$ cat src/rtl/fpwb_pkg.sv
// Shared types for the FP multiplier writeback merge.
//   wb_size_e  : register-file write size encoding
//   FLAG_*     : bit positions inside the 4-bit result flag vector
//   wb_entry_t : one queued writeback, {tag, size, data, flags} = 138 bits
package fpwb_pkg;

    typedef enum logic [1:0] {
        SZ32  = 2'b00,
        SZ64  = 2'b01,
        SZ128 = 2'b10
    } wb_size_e;

    localparam int FLAG_ZERO = 0;
    localparam int FLAG_SIGN = 1;
    localparam int FLAG_INF  = 2;
    localparam int FLAG_NAN  = 3;

    typedef struct packed {
        logic [3:0]   tag;
        wb_size_e     size;
        logic [127:0] data;
        logic [3:0]   flags;
    } wb_entry_t;

endpackage

$ cat src/rtl/fpwb_fifo2w.sv
// Circular buffer with two write ports and one read port.
//   CLK, RESET    : clock, synchronous active-high reset
//   i_push0/1     : write enables; entry1 lands in the slot after entry0
//   i_entry0/1    : entries to store
//   i_pop         : remove the head entry this edge
//   o_head        : head slot contents (undefined while o_empty)
//   o_empty       : no entries stored
//   o_free        : slots available this cycle, counting a same-cycle pop
//   o_count_next  : occupancy after this edge
module fpwb_fifo2w
    import fpwb_pkg::*;
#(
    parameter int DEPTH = 8,
    localparam int AW   = $clog2(DEPTH),
    localparam int CW   = AW + 1
) (
    input  logic          CLK,
    input  logic          RESET,
    input  logic          i_push0,
    input  wb_entry_t     i_entry0,
    input  logic          i_push1,
    input  wb_entry_t     i_entry1,
    input  logic          i_pop,
    output wb_entry_t     o_head,
    output logic          o_empty,
    output logic [CW-1:0] o_free,
    output logic [CW-1:0] o_count_next
);

    wb_entry_t       r_mem [DEPTH];
    logic [AW-1:0]   r_wr_ptr;
    logic [AW-1:0]   r_rd_ptr;
    logic [CW-1:0]   r_count;
    logic [AW-1:0]   w_wr_slot1;

    // Second write goes right after the first one; pointers wrap naturally
    // because DEPTH is a power of two.
    assign w_wr_slot1   = r_wr_ptr + AW'(i_push0);
    assign o_head       = r_mem[r_rd_ptr];
    assign o_empty      = (r_count == '0);
    assign o_free       = CW'(DEPTH) - r_count + CW'(i_pop);
    assign o_count_next = r_count + CW'(i_push0) + CW'(i_push1) - CW'(i_pop);

    // NOTE: storage is deliberately not reset; occupancy is defined by the
    // pointers and count, so stale slot contents are never observed.
    always_ff @(posedge CLK) begin
        if (i_push0) r_mem[r_wr_ptr]   <= i_entry0;
        if (i_push1) r_mem[w_wr_slot1] <= i_entry1;
    end

    always_ff @(posedge CLK) begin
        if (RESET) begin
            r_wr_ptr <= '0;
            r_rd_ptr <= '0;
            r_count  <= '0;
        end else begin
            r_wr_ptr <= r_wr_ptr + AW'(i_push0) + AW'(i_push1);
            r_rd_ptr <= r_rd_ptr + AW'(i_pop);
            r_count  <= o_count_next;
        end
    end

endmodule

$ cat src/rtl/fpmul_wb_merge.sv
// Merges the FP multiplier's SD and Q result channels into one
// register-file write port with valid/ready backpressure, and keeps
// sticky {OVF,NAN,INF} status.
//   CLK, RESET             : clock, synchronous active-high reset
//   RDYSD/DSTSD/RSD/SR     : SD channel valid, tag, data, size (0=32, 1=64)
//   ZEROSD..NANSD          : SD result flags
//   RDYQ/DSTQ/RQ           : Q channel valid, tag, 128-bit data
//   ZEROQ..NANQ            : Q result flags
//   WVALID/WRDY            : write request / accept
//   WDST/WSIZE/WDATA/WFLAGS: head entry fields ({NAN,INF,SIGN,ZERO})
//   AFULL                  : registered, occupancy >= AFULL_LEVEL
//   STICKY                 : {OVF,NAN,INF}; FCLR clears, new sets win
module fpmul_wb_merge
    import fpwb_pkg::*;
#(
    parameter int DEPTH       = 8,
    parameter int AFULL_LEVEL = 6,
    localparam int CW         = $clog2(DEPTH) + 1
) (
    input  logic         CLK,
    input  logic         RESET,
    input  logic         RDYSD,
    input  logic [3:0]   DSTSD,
    input  logic [63:0]  RSD,
    input  logic         SR,
    input  logic         ZEROSD,
    input  logic         SIGNSD,
    input  logic         INFSD,
    input  logic         NANSD,
    input  logic         RDYQ,
    input  logic [3:0]   DSTQ,
    input  logic [127:0] RQ,
    input  logic         ZEROQ,
    input  logic         SIGNQ,
    input  logic         INFQ,
    input  logic         NANQ,
    output logic         WVALID,
    input  logic         WRDY,
    output logic [3:0]   WDST,
    output logic [1:0]   WSIZE,
    output logic [127:0] WDATA,
    output logic [3:0]   WFLAGS,
    output logic         AFULL,
    output logic [2:0]   STICKY,
    input  logic         FCLR
);

    wb_entry_t     w_sd_entry, w_q_entry, w_entry0, w_entry1, w_head;
    logic          w_arr0, w_arr1, w_push0, w_push1, w_pop, w_empty;
    logic [CW-1:0] w_free, w_count_next;
    logic [2:0]    w_sticky_set;
    logic          r_afull;
    logic [2:0]    r_sticky;

    always_comb begin
        w_sd_entry.tag   = DSTSD;
        w_sd_entry.size  = SR ? SZ64 : SZ32;
        w_sd_entry.data  = SR ? {64'd0, RSD} : {96'd0, RSD[31:0]};
        w_sd_entry.flags = {NANSD, INFSD, SIGNSD, ZEROSD};
        w_q_entry.tag    = DSTQ;
        w_q_entry.size   = SZ128;
        w_q_entry.data   = RQ;
        w_q_entry.flags  = {NANQ, INFQ, SIGNQ, ZEROQ};
    end

    // Slot 0 always carries the older operation: Q when it arrives, so a
    // simultaneous SD lands behind it and is the one dropped on overflow.
    // NOTE: every always_comb output gets a default first, so no path can
    // leave a value unassigned and infer a latch.
    always_comb begin
        w_entry0 = w_sd_entry;
        w_entry1 = w_sd_entry;
        w_arr0   = RDYSD;
        w_arr1   = 1'b0;
        if (RDYQ) begin
            w_entry0 = w_q_entry;
            w_arr0   = 1'b1;
            w_arr1   = RDYSD;
        end
    end

    assign w_pop   = !w_empty && WRDY;
    assign w_push0 = w_arr0 && (w_free != '0);
    assign w_push1 = w_arr1 && (w_free >= CW'(2));

    assign w_sticky_set[2] = (w_arr0 && !w_push0) || (w_arr1 && !w_push1);
    assign w_sticky_set[1] = (w_push0 && w_entry0.flags[FLAG_NAN]) ||
                             (w_push1 && w_entry1.flags[FLAG_NAN]);
    assign w_sticky_set[0] = (w_push0 && w_entry0.flags[FLAG_INF]) ||
                             (w_push1 && w_entry1.flags[FLAG_INF]);

    fpwb_fifo2w #(.DEPTH(DEPTH)) u_fifo (
        .CLK          (CLK),
        .RESET        (RESET),
        .i_push0      (w_push0),
        .i_entry0     (w_entry0),
        .i_push1      (w_push1),
        .i_entry1     (w_entry1),
        .i_pop        (w_pop),
        .o_head       (w_head),
        .o_empty      (w_empty),
        .o_free       (w_free),
        .o_count_next (w_count_next)
    );

    // NOTE: sequential state uses non-blocking assignments so every
    // register samples pre-edge values regardless of statement order.
    always_ff @(posedge CLK) begin
        if (RESET) begin
            r_afull  <= 1'b0;
            r_sticky <= '0;
        end else begin
            r_afull  <= (w_count_next >= CW'(AFULL_LEVEL));
            r_sticky <= FCLR ? w_sticky_set : (r_sticky | w_sticky_set);
        end
    end

    // Head fields are masked while empty so unwritten storage never leaks.
    assign WVALID = !w_empty;
    assign WDST   = w_empty ? '0 : w_head.tag;
    assign WSIZE  = w_empty ? '0 : w_head.size;
    assign WDATA  = w_empty ? '0 : w_head.data;
    assign WFLAGS = w_empty ? '0 : w_head.flags;
    assign AFULL  = r_afull;
    assign STICKY = r_sticky;

endmodule

$ cat config.mk
export PLATFORM = sky130hd
export DESIGN_NAME = fpmul_wb_merge
export DESIGN_NICKNAME = d
export VERILOG_FILES = /design/src/rtl/fpwb_pkg.sv /design/src/rtl/fpwb_fifo2w.sv /design/src/rtl/fpmul_wb_merge.sv
export SDC_FILE = /design/constraint.sdc
export NUM_CORES = 2
export LEC_CHECK = 0
export CORE_ASPECT_RATIO = 1.5
export CORE_MARGIN = 5
export CORE_UTILIZATION = 40
export CTS_CLUSTER_DIAMETER = 30
export DETAILED_ROUTE_END_ITERATION = 8
export DONT_BUFFER_PORTS = 1
export PLACE_DENSITY = 0.65
export SYNTH_ARGS = -nofsm -noshare
export SYNTH_HDL_FRONTEND = slang
export SYNTH_HIERARCHICAL = 1
export SYNTH_SLANG_ARGS = --single-unit
$ cat constraint.sdc
create_clock -name CLK -period 28.7 [get_ports CLK]
set_clock_uncertainty 0.05 [all_clocks]
set_input_delay 5.74 -clock CLK [delete_from_list [all_inputs] [get_ports CLK]]
set_output_delay 5.74 -clock CLK [all_outputs]
set_load 0.03 [all_outputs]
-- Word level (Yosys, flattened, before mapping)
Memories as Yosys holds them, arrays and structs flattened. A register that Yosys moved wholly into a read port is not among the register bits.
Index checks and enable logic that the tools add are counted.
- bits in registers: 14
- memory bits (writable): 1104
- output and inout port bits: 143
- word-level logic and storage cells: 49
- memories kept: 1
- memory list (memory ; depth ; bits a word ; rd ports ; clocked after Yosys merged registers in ; wr ports ; line ; source):
    u_fifo.r_mem ; 8 ; 138 ; 1 ; 1 ; 2 ; fpwb_fifo2w.sv:30 ; wb_entry_t r_mem [DEPTH];
- $add $sub $neg: 8
- $lt $le $gt $ge: 2
- multiplexer cells: 15
- bitwise logic cells: 1
- reductions and logical operators: 17
- operators with widths (operator ; count):
    2-to-1 mux 138 bit ; 1
    2-to-1 mux 128 bit ; 1
    2-to-1 mux 64 bit ; 1
    adder 4 x 1 -> 4 bit ; 3
    adder 3 x 1 -> 3 bit ; 3
    logical AND 1 bit ; 9
    2-to-1 mux 4 bit ; 2
    2-to-1 mux 1 bit ; 7
    2-to-1 mux 3 bit ; 2
    greater-or-equal comparator 4 x 2 -> 1 bit, second input constant ; 1
    greater-or-equal comparator 4 x 3 -> 1 bit, second input constant ; 1
    zero test 4 bit ; 1
    nonzero test 4 bit ; 1
    subtractor 4 x 1 -> 4 bit ; 1
    subtractor 4 bit, first input constant ; 1
    zero test 1 bit ; 3
    logical OR 1 bit ; 3
    OR 3 bit ; 1
    2-to-1 mux 2 bit ; 1

-- Logic depth before layout (Yosys ltp)
- word-level depth: 11
- depth in mapped cells: 20
- gate-level depth less buffers: 19

-- By module
The synthesis kept the hierarchy.
- modules (own cells, without submodules) (module ; times used ; cells each ; area each (sq um) ; seq. area each (sq um)):
    fpwb_fifo2w ; 1 ; 2908 ; 55034.0 ; 33352.0
    fpmul_wb_merge ; 1 ; 367 ; 2810.2 ; 80.1

-- Worst setup path after synthesis
OpenSTA, ideal clock, no wires.
- kind: input to register
- start: input WRDY
- end: memory u_fifo/r_mem[2][0] in the netlist's numbering, enable pin
- setup time: 844 ps
- data arrival time: 17254 ps
- slack: 10552 ps
- stages on the path: 10
- buffers on the path: 0
- path through: nor2b_1 inv_1 ha_1 inv_1 ha_1 xnor2_1 or3_1 o22a_1 nand2_1 o32ai_1
- RTL lines (what ; line ; source):
    start: declaration ; fpmul_wb_merge.sv:38 ; input logic WRDY,
    end: declaration ; fpwb_fifo2w.sv:30 ;

==> results.toml <==
[synthesis]
synth_edf_count = 1104
postSynthAreaPerCell_um2 = 17.7
synth_cells = 3275
async_flop_share_pct = 0
synth_ff_type = "edfxtp_1"
syn-cell-area_um2 = 57800
ys_seq_area_share_pct = 57.8
synth-seq-cells = 1118
synth.distinct_cells = 36
yosys_warnings = 6

[timing]
final_max_slew_viol_count = 0
fin_crit_ps = 11220
finalSetupViolations = 0
holdWs_ps = 688
hold_viol = 0
fmax_ghz = 0.0891
rsz0062_at_grt = "no"
finalSetupTns_ps = 0
setup_ws_ps = 17480
slew_headroom_pct = 28.1
worst_pin_slew_ps = 1080
fin_crit_sh_pct = 39.1

[pwr]
swShare_pct = 33.0
p_comb_share_pct = 30.0
power_density_nw_per_um2 = 100
power.switching_mw = 2.28
peakVddDrop_mv = 0.0815
p_clk_share_pct = 35.2
leakagePower_nw = 23.7
seq_power_share_pct = 34.9
power.internal_mw = 4.62

[worst_setup_path]
path_max_fanout = 40
endpoint_kind = "output port"
worstPathRequired_ps = 22910
start_kind = "flop"
crit_arrival_ps = 5430
critical_path_class = "flop to output port"

[clock_network]
htreeDepth = 4
cts_tree = "done"
cts_root_buf = "clkbuf_16"
cts_sinks = 1118
cts_resized = 0
cts_setup_buffers = 0
clockBufferDepth = 3
insertion_delay_ps = 810
cts.clk_slew.worst_paths_ps = 40
cts_buffers = 204
holdBufCountCts = 0

[layout]
drive_gt1_share_pct = 50.2
area_growth_syn_to_layout_pct = 18.9
stdcell_area_um2 = 68800
multi_input_area_um2 = 25400
finish.utilization_pct = 47.7
num-fill-cells = 12400
regArea_um2 = 33400
mostFrequentLayoutCells = "1284 x mux2_2, 1104 x edfxtp_1, 520 x conb_1"
final_common_cell = "mux2_2"
final_nets = 4056

[route]
vias_per_cell = 5.37
first_pass_iters = 5
wl_per_cell_um = 26.5
via_count = 31800
routed_wl_um = 157000
drt_iter0_drc = 2048
ant_nets = 0
drc = 0

[flow_run]
drv_cap = 0

[place]
place_congestion = 0.737
place_ws_ps = 16760
dp_hpwl_um = 82900
placed_cell_area_um2 = 61700
port_buffers = 0

[global_routing]
grt_overflow = 0
grt_max_degree = 151
track_usage_pct = 20.3
grt_pass1_wl_um = 230000
antenna_found_initial = 42
grt_pass1_vias = 34600

[floorplan]
die_area_um2 = 152000
ios = 358
core_um2 = 144000
fp.dieW_um = 320
rows = 171
start_util_pct = 40.1
die_h_um = 476

[status]
status = "complete, no violations"

[min_path]
hold_class = "flop to flop"
[final cells by class]
class	count	share of cell area (%)
flip-flops and latches	1118	48.6
clock buffers	230	7.62
well taps	1903	3.46
inverters	12	0.0655
diodes	20	0.0728
repair buffers	59	0.717
multi-input cells	2431	36.9
clock inverters	148	2.54
[metal layers]
metal,vias up,global-route usage [%],wire length (um)
li1,13800,-,-
met1,16700,24.6,61900
met2,925,35.2,79100
met3,274,6.00,12100
met4,28,5.79,3490
met5,-,0,156
[logic make-up after synthesis]
kind of cell | count (synthesis) | synth area share [%]
other | 1 | 0.00648
XOR/XNOR | 9 | 0.149
adder cells (fa/ha/maj) | 15 | 0.350
multiplexers | 1591 | 36.5
AO/OA/AOI/OAI | 21 | 0.247
flip-flops | 1118 | 57.8
AND/OR/NAND/NOR | 275 | 2.90
buffers and inverters | 245 | 2.00
[critical path, cell delays in order, from the launching register on]
cell	delay, ps
dfxtp_4	830
buf_4	810
buf_4	850
buf_4	810
mux4_2	370
mux2_2	160
nor2b_1	670
[path summary, 6_finish.rpt]
path | startpoint | end | slack, ps | depth (start not counted)
max reg2reg | u_fifo/r_count[2] | u_fifo/r_mem[4][88] | 20970 | 18
max | u_fifo/r_rd_ptr[1] | WDATA[99] | 17480 | 6
min | u_fifo/r_count[0] | u_fifo/r_count[0] | 690 | 2
min reg2reg | u_fifo/r_count[0] | u_fifo/r_count[0] | 690 | 2
[power by group through the flow]
stage                     logic [mW]  registers (mW)  clock network (mW)
after floorplan                 1.56            2.51                   0
after global placement          2.09            2.42                   0
after detailed placement        2.11            2.44                   0
after CTS                       2.12            2.41                2.48
after global routing            2.21            2.43                2.55
final                           2.07            2.41                2.43
[registers in the layout, summed over array words and instances, names as in the netlist]
name             flops
u_fifo/r_wr_ptr      3
u_fifo/r_mem      1104
AFULL                1
u_fifo/r_count       4
STICKY               3
u_fifo/r_rd_ptr      3
[cell usage after synthesis, types with 2 or more instances]
| cell type | count | area share (%) |
|---|---|---|
| nand2b_1 | 5 | 0.054 |
| and2_1 | 96 | 1.0 |
| mux4_2 | 276 | 11 |
| nand2_1 | 6 | 0.039 |
| mux2_2 | 1284 | 25 |
| nor3b_1 | 2 | 0.026 |
| fa_1 | 2 | 0.069 |
| ha_1 | 13 | 0.28 |
| xor2_1 | 2 | 0.030 |
| nor2b_1 | 150 | 1.6 |
| buf_2 | 148 | 1.3 |
| clkbuf_1 | 71 | 0.46 |
| xnor2_1 | 6 | 0.091 |
| o221ai_1 | 2 | 0.030 |
| a21oi_1 | 7 | 0.061 |
| buf_1 | 7 | 0.045 |
| nor2_1 | 10 | 0.065 |
| dfxtp_1 | 14 | 0.48 |
| mux2_4 | 31 | 0.80 |
| edfxtp_1 | 1104 | 57 |
| o21bai_1 | 3 | 0.039 |
| nor3_1 | 3 | 0.026 |
| buf_6 | 7 | 0.14 |
| inv_1 | 12 | 0.078 |
| o22ai_1 | 3 | 0.032 |
[through the flow]
stage	std cells	power [mW]
after floorplan	3794	4.07
after global placement	5523	4.52
after detailed placement	5523	4.55
after CTS	5901	7.00
after global routing	5904	7.19
final	5921	6.90
No activity file was read; power rests on OpenSTA's default activity.
